### src/rtl/alu_pkg.sv
// Shared op codes, FSM state encoding and small helpers for the accumulator ALU.
package alu_pkg;

    typedef enum logic [2:0] {
        ST_OFF   = 3'd0,
        ST_READY = 3'd1,
        ST_MUL   = 3'd2,
        ST_ERROR = 3'd3
    } state_t;

    localparam logic [2:0] OP_AND  = 3'b000;
    localparam logic [2:0] OP_OR   = 3'b001;
    localparam logic [2:0] OP_XOR  = 3'b010;
    localparam logic [2:0] OP_NOT  = 3'b011;
    localparam logic [2:0] OP_ADD  = 3'b100;
    localparam logic [2:0] OP_SUB  = 3'b101;
    localparam logic [2:0] OP_MUL  = 3'b110;
    localparam logic [2:0] OP_PASS = 3'b111;

    // True for the only multi-cycle op.
    function automatic logic is_mul_op(input logic [2:0] code);
        return (code == OP_MUL);
    endfunction

endpackage

### src/rtl/alu_mul_seq.sv
// Shift-add unsigned multiplier. The first partial product is taken on the
// start edge, so the full 2*WIDTH product is present (done=1) in the cycle
// before the WIDTH-th edge after start; the caller consumes it on that edge.
module alu_mul_seq #(
    parameter int WIDTH = 8
) (
    input  logic                 clk,
    input  logic                 rst,
    input  logic                 start,
    input  logic                 abort,
    input  logic [WIDTH-1:0]     mcand,
    input  logic [WIDTH-1:0]     mplier,
    output logic                 busy,
    output logic                 done,
    output logic [2*WIDTH-1:0]   product
);

    localparam int CW = $clog2(WIDTH + 1);

    logic [CW-1:0]        cnt_r;
    logic [2*WIDTH-1:0]   prod_r;
    logic [2*WIDTH-1:0]   mcand_r;
    logic [WIDTH-1:0]     mplier_r;
    logic                 busy_r;
    logic [2*WIDTH-1:0]   addend_s;
    logic [2*WIDTH-1:0]   first_addend_s;

    // Partial products for the running step and for the start step.
    always_comb begin
        addend_s       = '0;
        first_addend_s = '0;
        if (mplier_r[0]) begin
            addend_s = mcand_r;
        end else begin
            addend_s = '0;
        end
        if (mplier[0]) begin
            first_addend_s = {{WIDTH{1'b0}}, mcand};
        end else begin
            first_addend_s = '0;
        end
    end

    // Multiplier iteration registers; abort drops the job without a result.
    always_ff @(posedge clk or posedge rst) begin
        if (rst) begin
            cnt_r    <= '0;
            prod_r   <= '0;
            mcand_r  <= '0;
            mplier_r <= '0;
            busy_r   <= 1'b0;
        end else if (abort) begin
            cnt_r  <= '0;
            busy_r <= 1'b0;
        end else if (start && !busy_r) begin
            prod_r   <= first_addend_s;
            mcand_r  <= {{(WIDTH-1){1'b0}}, mcand, 1'b0};
            mplier_r <= {1'b0, mplier[WIDTH-1:1]};
            cnt_r    <= CW'(WIDTH - 1);
            busy_r   <= 1'b1;
        end else if (busy_r) begin
            if (cnt_r != '0) begin
                prod_r   <= prod_r + addend_s;
                mcand_r  <= mcand_r << 1;
                mplier_r <= mplier_r >> 1;
                cnt_r    <= cnt_r - CW'(1);
            end else begin
                busy_r <= 1'b0;
            end
        end else begin
            busy_r <= 1'b0;
        end
    end

    assign busy    = busy_r;
    assign done    = busy_r && (cnt_r == '0);
    assign product = prod_r;

endmodule

### src/rtl/alu_accum_seq.sv
// Accumulator ALU with power/error FSM and an optional sequential multiplier.
module alu_accum_seq
    import alu_pkg::*;
#(
    parameter int WIDTH  = 8,
    parameter int MUL_EN = 1
) (
    input  logic             clk,
    input  logic             rst,
    input  logic             on,
    input  logic             in_valid,
    output logic             in_ready,
    input  logic [2:0]       op,
    input  logic [WIDTH-1:0] operand,
    input  logic             clr_err,
    output logic [WIDTH-1:0] result,
    output logic             out_valid,
    output logic             overflow,
    output logic [2:0]       state
);

    state_t               state_r;
    state_t               state_nxt_s;
    logic [WIDTH-1:0]     acc_r;
    logic [WIDTH-1:0]     acc_nxt_s;
    logic                 ovf_r;
    logic                 ovf_nxt_s;
    logic                 ovalid_r;
    logic                 ovalid_nxt_s;
    logic                 mul_start_s;
    logic                 mul_done_s;
    logic                 mul_busy_s;
    logic [2*WIDTH-1:0]   mul_prod_s;
    logic [WIDTH:0]       sum_s;
    logic [WIDTH-1:0]     alu_res_s;
    logic                 alu_ovf_s;
    logic                 accept_s;

    assign accept_s = in_valid && in_ready;
    assign sum_s    = {1'b0, acc_r} + {1'b0, operand};

    generate
        if (MUL_EN != 0) begin : g_mul
            alu_mul_seq #(.WIDTH(WIDTH)) u_mul (
                .clk     (clk),
                .rst     (rst),
                .start   (mul_start_s),
                .abort   (!on),
                .mcand   (acc_r),
                .mplier  (operand),
                .busy    (mul_busy_s),
                .done    (mul_done_s),
                .product (mul_prod_s)
            );
        end else begin : g_no_mul
            assign mul_busy_s = 1'b0;
            assign mul_done_s = 1'b0;
            assign mul_prod_s = '0;
        end
    endgenerate

    // Single-cycle ALU result and its overflow condition.
    always_comb begin
        alu_res_s = acc_r;
        alu_ovf_s = 1'b0;
        case (op)
            OP_AND:  alu_res_s = acc_r & operand;
            OP_OR:   alu_res_s = acc_r | operand;
            OP_XOR:  alu_res_s = acc_r ^ operand;
            OP_NOT:  alu_res_s = ~acc_r;
            OP_ADD: begin
                alu_res_s = sum_s[WIDTH-1:0];
                alu_ovf_s = sum_s[WIDTH];
            end
            OP_SUB: begin
                alu_res_s = acc_r - operand;
                alu_ovf_s = (operand > acc_r);
            end
            OP_PASS: alu_res_s = operand;
            default: begin
                alu_res_s = acc_r;
                alu_ovf_s = 1'b0;
            end
        endcase
    end

    // Next state and next datapath values; on=0 overrides everything else.
    always_comb begin
        state_nxt_s  = state_r;
        acc_nxt_s    = acc_r;
        ovf_nxt_s    = ovf_r;
        ovalid_nxt_s = 1'b0;
        mul_start_s  = 1'b0;
        if (!on) begin
            state_nxt_s = ST_OFF;
        end else begin
            case (state_r)
                ST_OFF: state_nxt_s = ST_READY;
                ST_READY: begin
                    if (accept_s) begin
                        if (is_mul_op(op)) begin
                            if (MUL_EN != 0) begin
                                mul_start_s = 1'b1;
                                state_nxt_s = ST_MUL;
                            end else begin
                                ovf_nxt_s   = 1'b1;
                                state_nxt_s = ST_ERROR;
                            end
                        end else begin
                            acc_nxt_s    = alu_res_s;
                            ovalid_nxt_s = 1'b1;
                            if (alu_ovf_s) begin
                                ovf_nxt_s   = 1'b1;
                                state_nxt_s = ST_ERROR;
                            end else begin
                                state_nxt_s = ST_READY;
                            end
                        end
                    end else begin
                        state_nxt_s = ST_READY;
                    end
                end
                ST_MUL: begin
                    if (mul_done_s) begin
                        acc_nxt_s    = mul_prod_s[WIDTH-1:0];
                        ovalid_nxt_s = 1'b1;
                        if (|mul_prod_s[2*WIDTH-1:WIDTH]) begin
                            ovf_nxt_s   = 1'b1;
                            state_nxt_s = ST_ERROR;
                        end else begin
                            state_nxt_s = ST_READY;
                        end
                    end else if (!mul_busy_s) begin
                        // Multiplier lost its job: resume without a result.
                        state_nxt_s = ST_READY;
                    end else begin
                        state_nxt_s = ST_MUL;
                    end
                end
                ST_ERROR: begin
                    if (clr_err) begin
                        ovf_nxt_s   = 1'b0;
                        state_nxt_s = ST_READY;
                    end else begin
                        state_nxt_s = ST_ERROR;
                    end
                end
                default: state_nxt_s = ST_OFF;
            endcase
        end
    end

    // State, accumulator, sticky flag and result strobe registers.
    always_ff @(posedge clk or posedge rst) begin
        if (rst) begin
            state_r  <= ST_OFF;
            acc_r    <= '0;
            ovf_r    <= 1'b0;
            ovalid_r <= 1'b0;
        end else begin
            state_r  <= state_nxt_s;
            acc_r    <= acc_nxt_s;
            ovf_r    <= ovf_nxt_s;
            ovalid_r <= ovalid_nxt_s;
        end
    end

    assign in_ready  = (state_r == ST_READY) && on;
    assign result    = acc_r;
    assign out_valid = ovalid_r;
    assign overflow  = ovf_r;
    assign state     = state_r;

endmodule

### config.mk
export PLATFORM = sky130hd
export DESIGN_NAME = alu_accum_seq
export DESIGN_NICKNAME = d
export VERILOG_FILES = /design/src/rtl/alu_pkg.sv /design/src/rtl/alu_mul_seq.sv /design/src/rtl/alu_accum_seq.sv
export SDC_FILE = /design/constraint.sdc
export NUM_CORES = 1
export LEC_CHECK = 0
export ABC_AREA = 1
export BUFFER_PORTS_ARGS = -buffer_cell sky130_fd_sc_hd__buf_4
export CORE_MARGIN = 1
export CORE_UTILIZATION = 35
export CTS_BUF_LIST = sky130_fd_sc_hd__clkbuf_4 sky130_fd_sc_hd__clkbuf_8
export CTS_CLUSTER_SIZE = 14
export DETAILED_ROUTE_END_ITERATION = 10
export PLACE_DENSITY = 0.57
export SYNTH_ARGS = -nofsm -noshare
export SYNTH_HDL_FRONTEND = slang
export SYNTH_SLANG_ARGS = --single-unit
### constraint.sdc
create_clock -name clk -period 2.21 [get_ports clk]
set_input_delay 0 -clock clk [delete_from_list [all_inputs] [get_ports clk]]
set_output_delay 0 -clock clk [all_outputs]
set_load 0.01 [all_outputs]
# Word-level counts from Yosys, hierarchy flattened
# Index checks and enable logic that the tools add are counted.
# word_totals
out_inout_bits,14
elab_cells,105
inputBits,16
register_bits,58
# op_classes
mux,50
n_reduce_logical,18
eq_ne,19
magnitude_cmp,1
n_addsub,4
bitwise_logic,4
# op_table
op,count
2-to-1 mux 16 bit,7
2-to-1 mux 8 bit,7
one-hot mux 8 bit (7 select lines),1
2-to-1 mux 1 bit,18
adder 16 bit,1
2-to-1 mux 4 bit,4
one-hot mux 8 bit (2 select lines),1
equality test 3 x 2 -> 1 bit (second input constant),4
equality test 3 bit (second input constant),4
one-hot mux 3 bit (4 select lines),1
2-to-1 mux 2 bit,5
inequality test 2 bit (second input constant),5
adder 8 x 8 -> 9 bit,1
2-to-1 mux 3 bit,3
bitwise AND 8 bit,1
greater-than comparator 8 bit,1
inequality test 8 x 1 -> 1 bit (second input constant),1
inverter 8 bit,1
OR 8 bit,1
AND reduction 8 bit,1
OR reduction 8 bit,1
subtractor 8 bit,1
bitwise XOR 8 bit,1
equality test 3 x 1 -> 1 bit (second input constant),2
other kinds (15),23

# Logic depth before layout (Yosys ltp)
# Gate-level depths: netlist (run 1).
# logic_depth
ltp_word,9
mapped_depth,14
mapped_depth_nobuf,14

# Modules after synthesis
# Synthesis (run 1) repeated with hierarchy kept, for this count alone.
# unflattened
cells_unflattened,733
hier_area_um2,4953.5
# by_module_without_submodules
mod,seq_area_each_um2,area_each_um2,cells_each,instances
alu_mul_seq,1076.0,2836.5,412,1
alu_accum_seq,300.3,2117.0,321,1

# Least setup slack after synthesis (run 1)
# No wires, ideal clock.
# synth_timing
path_kind,register -> register
startpoint,reg g_mul.u_mul.mplier_r[0]
endpoint,reg g_mul.u_mul.prod_r[15] (netlist: g_mul.u_mul.product[15])
setup_slack_ps,132
t_required_ps,2090
setup_ps,120
synth_period_minus_slack_ps,2078
arrival_ps,1957
stages_incl_launch_ff,15
path_buffers,1
cell_sequence,dfrtp_1 clkbuf_1 nand2_1 inv_1 ha_1 inv_1 fa_1 o21ai_0 nand2_1 nand2_1 nand3_1 nand2_1 a21oi_1 o21ai_1 nand2_1
# synth_via
elab_chain_len,5
# synth_lines
element,line_no,text
"start, declared",alu_mul_seq.sv:23,logic [WIDTH-1:0] mplier_r;
"start signal, assigned",alu_mul_seq.sv:58,"mplier_r <= {1'b0, mplier[WIDTH-1:1]};"
"start signal, assigned",alu_mul_seq.sv:65,mplier_r <= mplier_r >> 1;
2-to-1 mux 16 bit,alu_mul_seq.sv:32,if (mplier_r[0]) begin
adder 16 bit,alu_mul_seq.sv:63,prod_r <= prod_r + addend_s;
2-to-1 mux 16 bit,alu_mul_seq.sv:62,if (cnt_r != '0) begin
2-to-1 mux 16 bit,alu_mul_seq.sv:61,end else if (busy_r) begin
2-to-1 mux 16 bit,alu_mul_seq.sv:55,end else if (start && !busy_r) begin
"end signal, assigned",alu_mul_seq.sv:56,prod_r <= first_addend_s;
"end signal, assigned",alu_mul_seq.sv:63,
"end, declared",alu_mul_seq.sv:21,logic [2*WIDTH-1:0] prod_r;
# No other way between the ends. The select of a mux whose other input is x is not followed.
# A chain may end at the register's enable or synchronous reset.

# Worst setup path in the final report (run 1)
# layout_timing
startpoint,reg acc_r[0] (netlist: result[0])
endpoint,reg acc_r[2] (netlist: result[2])
# layout_via
elab_chain_len,5
elab_cells_between_ends,6
cone_classes,add/sub: 2; mux: 4
# layout_lines
element,line_no,text
"start, declared",alu_accum_seq.sv:24,logic [WIDTH-1:0] acc_r;
"start signal, assigned",alu_accum_seq.sv:162,acc_r <= acc_nxt_s;
subtractor 8 bit or adder 8 x 8 -> 9 bit (tied branches),"alu_accum_seq.sv:76, alu_accum_seq.sv:40",
one-hot mux 8 bit (7 select lines) (*),alu_accum_seq.sv:66,case (op)
2-to-1 mux 8 bit (*),alu_accum_seq.sv:101,if (is_mul_op(op)) begin
2-to-1 mux 8 bit (*),alu_accum_seq.sv:100,if (accept_s) begin
one-hot mux 8 bit (2 select lines) (*),alu_accum_seq.sv:97,case (state_r)
# Every way passes the cells marked *; elsewhere a longest branch is shown, timed or not. The select of a mux whose other input is x is not followed.

==> summary.md, run 1 <==
In this run, the clock network consumes 21.0% of the power. TritonCTS built the clock tree. The worst hold path begins at operand[7]. The run gives 2.44 ns as the critical path data required time.

The dominant delay contributor by cell family on the critical path is simple AND/OR/NAND/NOR gates. Summed over all cells, the static leakage comes to 2.88 nW. For the least setup slack across all paths after layout, the log shows 0.104 ns. In this run the power density over the cells is 730 nW/um2. The worst hold path passes through 3 cells. STA classifies the critical path startpoint as a flop. Setup violations remaining at the end of the flow were counted as 0. The final layout contains 775 nets. Maximum VDD drop: 0.272 mV.

The cell that appears most often on the critical path is nand2_1. The leading cell type in the layout, fill and taps excluded was nand2_1. Counting every net in the synthesized netlist gives 727. The slowest library cell on the worst path was dfrtp_1.

Measured against its own limit, the worst slew margin works out to 60.7%. The H-tree was split into 2 levels. Hold path endpoint: g_mul.u_mul.mplier_r[6]$_DFFE_PP0P_. For the global-route wire length before repair, the log shows 21.3 mm. Measured in cells, the most critical reg-to-reg path has a length of 9. The layout has 1354 filler cells. Setup repair after global routing could not meet its margin everywhere.

For this design, the sink count on the clock tree is 55. The overall power consumption is 0.00392 W, and the detailed router's first-iteration violation count is 289. Sum of negative setup slack: 0 ns.

The run gives 44.2% as the combinational share of power. The logs give 42.2% for the final core utilization and 13600 um2 for the die area. The number of different library cells used by synthesis comes to 39.

The clock arrives with 0.00750 ns of skew. For the pin with the worst max-slew slack, the measured transition is 0.588 ns. The number of buffers inserted during clock tree synthesis came out at 5. The tools report the number of maximum-capacitance violations as 0.

The tools report the type of destination of the critical path as a flop. The post-route netlist has 13.9% of its cells at a drive strength greater than 1. The max-slew violation count was 0.

Of the available clock period, the critical path in the final layout requires 95.3%. The synthesized area per cell was 6.93 um2; the maximum number of pins on one net before global-route repair was 32. Before CTS, the worst setup slack after placement is 0.0882 ns. In the layout the commonest cells are nand2_1, inv_1, dfrtp_1.

The detail route stage leaves a number of antenna-violating nets equal to 0. The layout overhead on the synthesized area works out to 16.7%. The initial utilization of the core area, before any placement, comes to 36.2%. Together, buffers and inverters on the worst path number 0.

The floorplan has 41 rows. The remaining global-route overflow is 0, and the final wirelength is 13.0 mm. The run gives 0 as the number of warnings printed during yosys synthesis. The largest total area in the synthesized netlist belongs to dfrtp_1.

The die width came out at 117 um. For the number of antenna violations at the first check in global routing, the log shows 0. The run finished with clean final reports. I/O pin count: 30.

The min-delay analysis places its worst path in the category in -> reg. In this run the cell area of the synthesized design comes to 4600 um2. The largest stage delay on the critical path was 0.41 ns; the number of global-route vias before repair was 4298.

After detailed routing, the number of remaining DRC violations is 0. The quantity of I/O buffers inserted on ports was 28; the half-perimeter wire length after detailed placement was 10.4 mm. The run gives 34.9% as the power share of the sequential group.

The clock passes through at most 2 buffers. The tools report the worst slack on hold paths as 0.0402 ns. Routability congestion estimate from global placement: 0.916. Via density per instance: 5.11. Clock-pin slew was measured on the worst setup and hold paths at 0.10 ns. The top-area cell type share of the netlist area was 29.9%; the clock latency of the later-clocked register in the worst-skew pair was 0.33 ns. The critical path in this run is classified as reg -> reg. The critical path goes through ha_1 > fa_1 > or2_2 > nand3_1 > o21ai_0 > nor3_1 > o2111ai_1 > nand2_1 > nand2_1. Launch point of the worst reg-to-reg path: result[0]$_DFFE_PP0P_.

The standard cell core area is 12700 um2, and the arrival time of the worst setup path is 2.33 ns. The peak fanout along the critical path is 3, and the switching share of power is 40.1%. The worst path in the final design needs a cycle of 2.11 ns, including I/O delays and setup. The tools report the cell at the root of the clock tree as clkbuf_8. The register bit count reported by yosys was 55. The internal power contribution is 0.00235 W, and the sequential cell area fraction in the yosys report is 29.9%. The final route contains 4522 vias. The antenna diode instance count is 0, and the switching power of the nets is 0.00157 W.

By area the synthesized netlist is led by dfrtp_1, nand2_1, ha_1, inv_1, o21ai_0. The run gives 664 as the number of instances in the synthesized netlist. The height of the die came out at 117 um.

For the total global-route track usage, the log shows 20.3%. Before antenna repair, the detailed router went through 7 iterations. The average wire length per cell after detail routing is 14.7 um. The worst register-to-register path ends at result[2]$_DFFE_PP0P_. Worst-case register-to-register setup slack: 0.10 ns. The tools report the maximum clock frequency as 475 MHz. The number of hold violations in the final report came out at 0.
power by group through the flow:
stage	logic [W]	clock network, W	registers, W
finish	0.00173	0.000822	0.00137
global route	0.00194	0.000869	0.00140
CTS	0.00169	0.000844	0.00136
detailed placement	0.00168	0	0.00138
global placement	0.00167	0	0.00139
floorplan	0.00107	0	0.00140
worst register-to-register path, stage by stage (launching register included):
cell	delay, ns
dfrtp_1	0.41
ha_1	0.25
fa_1	0.39
or2_2	0.30
nand3_1	0.08
o21ai_0	0.08
nor3_1	0.21
o2111ai_1	0.16
nand2_1	0.08
nand2_1	0.04
final cells by class:
cell class              instances  area (um2)  area share [%]
multi-input cells             484        2790            51.9
flip-flops and latches         55        1380            25.6
repair buffers                 56         438            8.15
inverters                     110         415            7.73
well taps                     172         215            4.01
clock buffers                   6        76.3            1.42
clock inverters                 2        60.1            1.12
routing by layer:
metal / routed length (um) / up-vias / global-route usage [%] / share of wire [%]
met1: 6390 / 2146 / 28.8 / 49
met4: 172 / 0 / 5.32 / 1.3
li1: - / 2261 / - / -
met5: 0 / - / 0 / 0
met2: 5830 / 101 / 32.5 / 45
met3: 597 / 14 / 2.80 / 4.6
worst max path at each step:
stage | start | end | slack [ns] | depth (start not counted)
final | result[0]$_DFFE_PP0P_ | result[2]$_DFFE_PP0P_ | 0.10 | 9
after global routing | g_mul.u_mul.mplier_r[0]$_DFFE_PP0P_ | g_mul.u_mul.product[15]$_DFFE_PP0P_ | -0.02 | 12
after CTS | result[0]$_DFFE_PP0P_ | overflow$_DFFE_PP0P_ | 0.07 | 10
after detailed placement | result[0]$_DFFE_PP0P_ | overflow$_DFFE_PP0P_ | 0.09 | 10
after global placement | result[0]$_DFFE_PP0P_ | overflow$_DFFE_PP0P_ | 0.11 | 10
after floorplan | g_mul.u_mul.mplier_r[0]$_DFFE_PP0P_ | g_mul.u_mul.product[15]$_DFFE_PP0P_ | 0.13 | 14
Yosys cell counts:
library cell  instances
nand3_1              46
or2_2                 2
and2_1                1
buf_2                 1
nand2_2               2
a211oi_1              1
nand2_4               2
o21ai_2               1
o21ai_0              51
nor2_1               36
inv_2                 3
buf_6                 1
clkbuf_1             10
nor3_4                1
nor3_1                6
fa_1                  3
xor2_1                2
o221ai_1             10
a21oi_1              49
a21o_1                1
o22ai_2               7
nand2_1             183
xnor2_1               2
conb_1                1
inv_1               107
o211ai_2              1
dfrtp_1              55
o21bai_1              3
nor2_4                1
o22ai_1               7
nand4_1               4
o2111ai_1             1
o21a_1                1
o221ai_2              1
o21ai_1               5
buf_4                 3
a31oi_1               3
ha_1                 44
a22oi_1               6
repair_timing:
item	4_1_cts	5_1_grt
resized for setup	0	19
setup endpoints to repair	0	11
hold buffers	2	0
buffers inserted	0	1
endpoints found under the hold margin	28	0
logic make-up after synthesis:
family | count (synthesis) | synth area share [%]
XOR/XNOR | 4 | 0.761
other | 1 | 0.0815
AND/OR/NAND/NOR | 284 | 25.8
AO/OA/AOI/OAI | 148 | 19.5
flip-flops | 55 | 29.9
adder cells (fa/ha/maj) | 47 | 13.3
buffers and inverters | 125 | 10.6
metrics by stage:
| step | area, um2 | std cells |
|---|---|---|
| 3_3_place_gp | 5150 | 874 |
| 4_1_cts | 5310 | 884 |
| 2_1_floorplan | 4600 | 664 |
| 6_report | 5370 | 885 |
| 3_5_place_dp | 5150 | 874 |
| 5_1_grt | 5370 | 885 |
state kept, by name, summed over array words and instances, names as in the netlist:
name and flops:
g_mul.u_mul.product 16, g_mul.u_mul.mcand_r 15, result 8, g_mul.u_mul.mplier_r 7
g_mul.u_mul.cnt_r 4, state 2, g_mul.u_mul.busy 1, out_valid 1
overflow 1
(Power assumes the default switching activity.)
==> run 2, diff against run 1 <==
Settings changed: CAP_MARGIN set to 25, CELL_PAD_IN_SITES_DETAIL_PLACEMENT set to 0, CELL_PAD_IN_SITES_GLOBAL_PLACEMENT set to 2, CORE_ASPECT_RATIO set to 1.5, CORE_UTILIZATION 35 to 33, PLACE_DENSITY 0.57 to 0.84.
==> summary.md, run 2 (same netlist as run 1, synthesis figures left out) <==
The number of global-route vias before repair was 4551 (+5.9%). The depth of the worst register-to-register path works out to 13 (+4). STA classifies the critical path endpoint as a flop. The number of rows in the core area came out at 52 (+27%). Number of clock sinks seen by CTS: 55 (unchanged). The maximum level of the CTS H-tree was 2 (unchanged).

The cell at the root of the clock tree was clkbuf_8. The power share of the sequential group came out at 36.6% (+1.7 points). The quantity of I/O buffers inserted on ports was 28 (unchanged). Kind of path behind the tightest hold check: in -> reg.

For the I/O pin count, the log shows 30 (unchanged). The number of maximum-capacitance violations is 0 (unchanged), and the power per cell area is 704 nW/um2 (-3.6%). The max-slew violation count is 0 (unchanged), and the initial cell density of the core is 34.0% (-2.2 points). The detailed router's first-iteration violation count came out at 149 (-48%).

Routability congestion estimate from global placement: 0.928 (+1.3%). The count of nets left with antenna violations after detail routing came out at 0 (unchanged). The final core utilization came out at 39.2% (-3.0 points). The worst setup path is of the reg -> reg kind. The share of post-route cells with drive strength above 1 is 13.6% (-0.26 points).

The via count is 4509 (-0.29%), and the height of the die is 147 um (+26%). The global-route wire length before repair was 23.2 mm (+8.8%). Peak fanout along the critical path: 3 (unchanged). For the standard cell core area, the log shows 13500 um2 (+6.4%).

The share of the clock period used by the worst path is 93.5% (-1.8 points), and the number of buffers inserted during clock tree synthesis is 5 (unchanged). TritonCTS built the clock tree. The run gives 0 (unchanged) as the residual DRC count. The run gives 0.0415 ns (+0.00124 ns) as the worst slack on hold paths. Setup repair after global routing could not meet its margin everywhere.

The maximum buffer depth of the clock tree was 2 (unchanged). The arrival time of the worst setup path was 2.28 ns (-0.05 ns). The tools report the number of hold violations in the final report as 0 (unchanged).

The overall power consumption was 0.00373 W (-4.8%). The worst setup path is launched from a flop. The logs give 774 (-0.13%) for the post-layout net count and 11.2 mm (+8.1%) for the half-perimeter wire length after detailed placement. The die width came out at 98.4 um (-16%). The maximum clock frequency was 484 MHz (+1.9%); the flip-flop count of the largest register after layout was 16 (unchanged). The total iterations of the first detailed-routing run is 5 (-2). The number of antenna violations at the first check in global routing is 0 (unchanged), and the switching power of the nets is 0.00161 W (+2.2%).

The leakage power was 2.86 nW (-0.85%); the internal power contribution was 0.00213 W (-9.5%). Remaining global-route overflow: 0 (unchanged). The run gives 2.43 ns (about the same) as the critical path data required time.

Worst-margin pin slew: 0.768 ns (+0.180 ns). The combinational share of power came out at 47.1% (+2.9 points). The flow ran to the end, and the final reports show no timing, DRC or antenna violations.

The final critical-path required period is 2.07 ns (-0.0399 ns). Leaving out fill and tap cells, the most frequent cell in the layout is nand2_1. The via density per instance came out at 5.16 (+0.97%).

For the sum of negative setup slack, the log shows 0 ns (unchanged). The tightest slew margin relative to the limit is 48.8% (-12 points). The clock latency of the later-clocked register in the worst-skew pair was 0.33 ns (about the same); the number of failing setup endpoints in the final timing report was 0 (unchanged).

The tools report the die area as 14400 um2 (+6.0%). The antenna diode instance count came out at 0 (unchanged). The clock group share of total power came out at 16.3% (-4.7 points).

The clock transition at the register clock pins on the worst setup and hold paths after CTS was 0.11 ns (about the same); the maximum VDD drop was 0.381 mV (+40%). Number of instances on the worst hold path: 3 (unchanged). The clock skew is 0.0123 ns (+0.00475 ns), and the layout overhead on the synthesized area is 15.2%. The run gives 1493 (+10%) as the final-layout fill cell count. In the layout the commonest cells are nand2_1, inv_1, dfrtp_1.

The logs give 20.6% (+0.32 points) for the total global-route track usage and 56 (+75%) for the maximum number of pins on one net before global-route repair. The switching share of power came out at 43.0% (+2.9 points). The average wire length per cell after detail routing is 16.1 um (+9.6%), and the final wirelength is 14.1 mm (+8.3%).
[run 2: final timing paths]
check	start	end	slack (ns)
min in group asynchronous	rst	g_mul.u_mul.product[2]$_DFFE_PP0P_	0.42
max in group asynchronous	rst	result[1]$_DFFE_PP0P_	1.25
worst min-delay path	operand[7]	g_mul.u_mul.mplier_r[6]$_DFFE_PP0P_	0.04
worst min register to register	g_mul.u_mul.mplier_r[1]$_DFFE_PP0P_	g_mul.u_mul.mplier_r[1]$_DFFE_PP0P_	0.49
worst max register to register	result[0]$_DFFE_PP0P_	overflow$_DFFE_PP0P_	0.14
worst max-delay path	result[0]$_DFFE_PP0P_	overflow$_DFFE_PP0P_	0.14
[run 2: cell type report]
class	instances	area (um2)	share of cell area, %
Multi-Input combinational cell	484	2780	52.4
Clock buffer	6	76.3	1.44
Timing Repair Buffer	55	438	8.26
Tap cell	162	203	3.82
Inverter	110	415	7.84
Clock inverter	2	12.5	0.236
Sequential cell	55	1380	26.0
[run 2: through the flow]
stage	std cells	setup slack, ns	area, um2
after floorplan	664	0.132	4600
after global placement	862	0.0802	5120
after detailed placement	862	0.0608	5120
after CTS	872	0.0431	5230
after global routing	874	0.00250	5300
final	874	0.144	5300
[run 2: what timing repair did]
action / CTS / global route
endpoints found under the setup margin: 0 / 31
resized for setup: 0 / 22
hold buffers: 2 / 0
buffers inserted: 0 / 2
hold endpoints to repair: 59 / 0
[run 2: worst max-delay path, cell delays in order, from the launching register on]
cell and delay, ns:
dfrtp_1 0.41, inv_1 0.09, ha_1 0.16, inv_1 0.07, fa_1 0.39, nand2_2 0.10
nand2_1 0.08, and2_4 0.16, nand4_1 0.07, nand3_1 0.11, nand3_1 0.10, nand2_1 0.08
nand2_1 0.06, o21ai_0 0.07
[run 2: layer usage]
layer / vias up / GRT usage (%) / share of wire (%)
met4: 0 / 10.8 / 4.1
met2: 87 / 39.4 / 56
li1: 2260 / - / -
met1: 2132 / 22.2 / 38
met5: - / 0 / 0
met3: 30 / 1.72 / 2.1
[run 2: power groups by stage]
| stage | clock, W | combinational, W | sequential [W] |
|---|---|---|---|
| detailed placement | 0 | 0.00170 | 0.00138 |
| CTS | 0.000629 | 0.00171 | 0.00136 |
| global placement | 0 | 0.00169 | 0.00138 |
| finish | 0.000609 | 0.00176 | 0.00137 |
| global route | 0.000669 | 0.00198 | 0.00139 |
| floorplan | 0 | 0.00107 | 0.00140 |
==> run 3, diff against run 2 <==
Settings changed: ABC_AREA 1 to not set, CORE_UTILIZATION 33 to 35, PLACE_DENSITY 0.84 to 0.82, SLEW_MARGIN set to 20.
==> summary.md, run 3 <==
The flow ran to the end, but the final reports show violations. The checks that failed: DRC, setup timing. The tools report the critical path data required time as 2.44 ns (about the same).

In the post-synthesis netlist, the cell with the most instances is nand2_1. The number of warnings printed during yosys synthesis is 0 (unchanged). The top-area cell type share of the netlist area is 29.8% (-0.11 points), and the via count is 4289 (-4.9%). Remaining global-route overflow: 0 (unchanged).

The leakage power was 2.88 nW (+0.85%); the number of failing setup endpoints in the final timing report was 8 (+8). The register bit count reported by yosys was 55 (unchanged). Counting instances in the post-synthesis netlist gives the leading cell types as nand2_1, dfrtp_1, ha_1. The height of the die is 143 um (-2.7%), and the flip-flop count of the largest register after layout is 16 (unchanged). The number of hold violations in the final report is 0 (unchanged).

The routability congestion estimate from global placement came out at 0.929 (+0.12%). For the number of rows in the core area, the log shows 51 (-1.9%). The top cell types in the final layout, fill and taps aside, are buf_4, nand2_1, dfrtp_1. The least setup slack across all paths after layout came out at -0.242 ns (-0.386 ns).

The tools report the max-slew violation count as 0 (unchanged). The post-layout net count was 709 (-8.4%); the detailed router's first-iteration violation count was 223 (+50%). The antenna diode instance count came out at 0 (unchanged).

For the maximum clock frequency, the log shows 408 MHz (-16%). The total global-route track usage was 21.1% (+0.47 points). The run gives 5.59 mm (+4.2%) as the met1 routed wirelength after detailed routing.

The critical path in this run is classified as reg -> reg. The via density per instance works out to 5.32 (+3.1%). Sorting the synthesized cells by area gives the leading types as dfrtp_1, ha_1, nand2_1, o21ai_0, a21oi_1.

The clock transition at the register clock pins on the worst setup and hold paths after CTS was 0.11 ns (about the same). The die area was 13700 um2 (-5.3%); the count of nets left with antenna violations after detail routing was 0 (unchanged). The maximum number of pins on one net before global-route repair was 32 (-43%). Global-route wire length before repair: 22.1 mm (-4.5%).

Final critical-path required period: 2.45 ns (+0.386 ns). Setup repair after global routing could not meet its margin everywhere. The maximum VDD drop was 0.224 mV (-41%). The clock skew was 0.0131 ns (+0.000832 ns); the number of instances in the synthesized netlist was 539 (-19%).

The worst-margin pin slew is 0.593 ns (-0.175 ns), and the average wire length per cell after detail routing is 17.0 um (+5.4%). The run gives -0.320 ns (-0.381 ns) as the placement-stage worst setup slack. The tools report the met3 wirelength from detailed routing as 338 um (+14%). The tools report the total met2 wirelength after detailed routing as 7.17 mm (-8.3%).

The peak fanout along the critical path came out at 6 (+3). The tools report the number of global-route vias before repair as 4401 (-3.3%). Routed signal wires occupy layers up through met4. The I/O pin count is 30 (unchanged).

TritonCTS built the clock tree. The maximum level of the CTS H-tree was 2 (unchanged); the maximum buffer depth of the clock tree was 2 (unchanged). In this run the worst hold path is classified as in -> reg. The area growth from synthesis to layout is 35.0%. Leaving out fill and tap cells, the most frequent cell in the layout is buf_4. The tools report the final wirelength as 13.7 mm (-2.8%).

The half-perimeter wire length after detailed placement was 10.3 mm (-8.0%); the power per cell area was 596 nW/um2 (-15%). The share of post-route cells with drive strength above 1 is 35.1% (+21 points), and the number of buffers inserted during clock tree synthesis is 5 (unchanged). For the total iterations of the first detailed-routing run, the log shows 7 (+2). The initial cell density of the core was 35.7% (+1.7 points). The residual DRC count is 2 (+2). The cell at the root of the clock tree is clkbuf_8. The arrival time of the worst setup path was 2.69 ns (+0.41 ns); the quantity of I/O buffers inserted on ports was 28 (unchanged). The largest total area in the synthesized netlist belongs to dfrtp_1. The run gives 602 (-17%) as the post-synthesis net count. For this run, the leading register cell type out of synthesis is dfrtp_1. The synthesized area per cell came out at 8.57 um2 (+24%). The run gives 60.4% (+12 points) as the tightest slew margin relative to the limit.

The kind of launch point of the worst setup path is a flop. The die width came out at 95.8 um (-2.7%). The share of the clock period used by the worst path came out at 111% (+17 points).

For the sequential cell area fraction in the yosys report, the log shows 29.8% (-0.11 points). Overall power consumption: 0.00372 W (-0.40%). STA classifies the critical path endpoint as a flop. The logs give 0.33 ns (about the same) for the clock latency of the later-clocked register in the worst-skew pair and 55 (unchanged) for the number of clock sinks seen by CTS.

For the standard cell core area, the log shows 13000 um2 (-4.3%). The number of enable flip-flop cells after synthesis came out at 0 (unchanged). The cell area after synthesis is 4620 um2 (+0.38%). Number of antenna violations at the first check in global routing: 0 (unchanged). For the number of distinct library cells after synthesis, the log shows 73 (+87%). The post-synthesis async set-or-reset flop share works out to 100% (unchanged). The number of maximum-capacitance violations was 0 (unchanged).
run 3: metrics by stage:
stage	std cells	cell area, um2	hold WS, ns	TNS, ns	util, %
detailed placement	774	5590	0.117	-1.93	43.1
global route	806	6230	0.0395	-1.75	48.1
CTS	799	6020	0.0283	-0.762	46.5
finish	806	6230	0.0396	-0.852	48.1
floorplan	539	4750	0.161	-0.0988	-
global placement	774	5590	0.117	-1.45	43.1
run 3: power by group:
part	internal [W]	switching, W	total [W]
Clock	0.000374	0.000374	0.000748
Combinational	0.000908	0.000872	0.00178
Sequential	0.00111	0.0000781	0.00119
run 3: path summary, 6_finish.rpt:
| kind | startpoint | to | slack (ns) | cells after the start |
|---|---|---|---|---|
| min reg2reg | g_mul.u_mul.mcand_r[15]$_DFFE_PP0P_ | g_mul.u_mul.mcand_r[15]$_DFFE_PP0P_ | 0.49 | 2 |
| max reg2reg | g_mul.u_mul.mplier_r[0]$_DFFE_PP0P_ | g_mul.u_mul.product[13]$_DFFE_PP0P_ | -0.24 | 11 |
| min | operand[7] | g_mul.u_mul.mplier_r[6]$_DFFE_PP0P_ | 0.04 | 3 |
| max in group asynchronous | rst | g_mul.u_mul.product[10]$_DFFE_PP0P_ | 1.27 | 4 |
| min in group asynchronous | rst | g_mul.u_mul.cnt_r[3]$_DFFE_PP0P_ | 0.27 | 3 |
| max | g_mul.u_mul.mplier_r[0]$_DFFE_PP0P_ | g_mul.u_mul.product[13]$_DFFE_PP0P_ | -0.24 | 11 |
run 3: cell type report:
cell class	instances	area (um2)
fill	1247	6720
multi-input combinational	420	3370
sequential	55	1380
timing repair buffer	130	1040
tap	159	199
inverter	34	128
clock buffer	6	82.6
clock inverter	2	38.8
run 3: what timing repair did:
item	4_1_cts	5_1_grt
resized for setup	49	31
setup buffers	14	7
hold endpoints to repair	32	0
pin swaps	33	34
endpoints found under the setup margin	13	17
gates cloned	0	0
hold buffers	3	0
run 3: per-layer routing:
layer | GRT usage (%) | vias to the layer above
met3 | 2.18 | 27
li1 | - | 2132
met4 | 10.3 | 0
met2 | 37.7 | 74
met1 | 24.6 | 2056
met5 | 0 | -
run 3: critical path, stage by stage, from the launching register on:
cell	delay (ns)
dfrtp_2	0.48
buf_6	0.16
and2_4	0.14
ha_4	0.22
and4_1	0.20
a21oi_2	0.10
a21boi_4	0.21
a31oi_4	0.12
buf_6	0.14
o21a_1	0.19
o21a_1	0.17
o31ai_1	0.23
run 3: kinds of logic (layout without fill, tap and decap cells):
| logic type | Yosys count | in the layout | share of synthesized area (%) |
|---|---|---|---|
| buf+inv | 64 | 172 | 6.55 |
| compound gates | 162 | 162 | 24.1 |
| simple gates | 180 | 180 | 19.9 |
| mux | 14 | 14 | 3.39 |
| other cells | 1 | 1 | 0.0812 |
| fa+ha+maj | 47 | 47 | 13.2 |
| flops | 55 | 55 | 29.8 |
| xor+xnor | 16 | 16 | 3.03 |
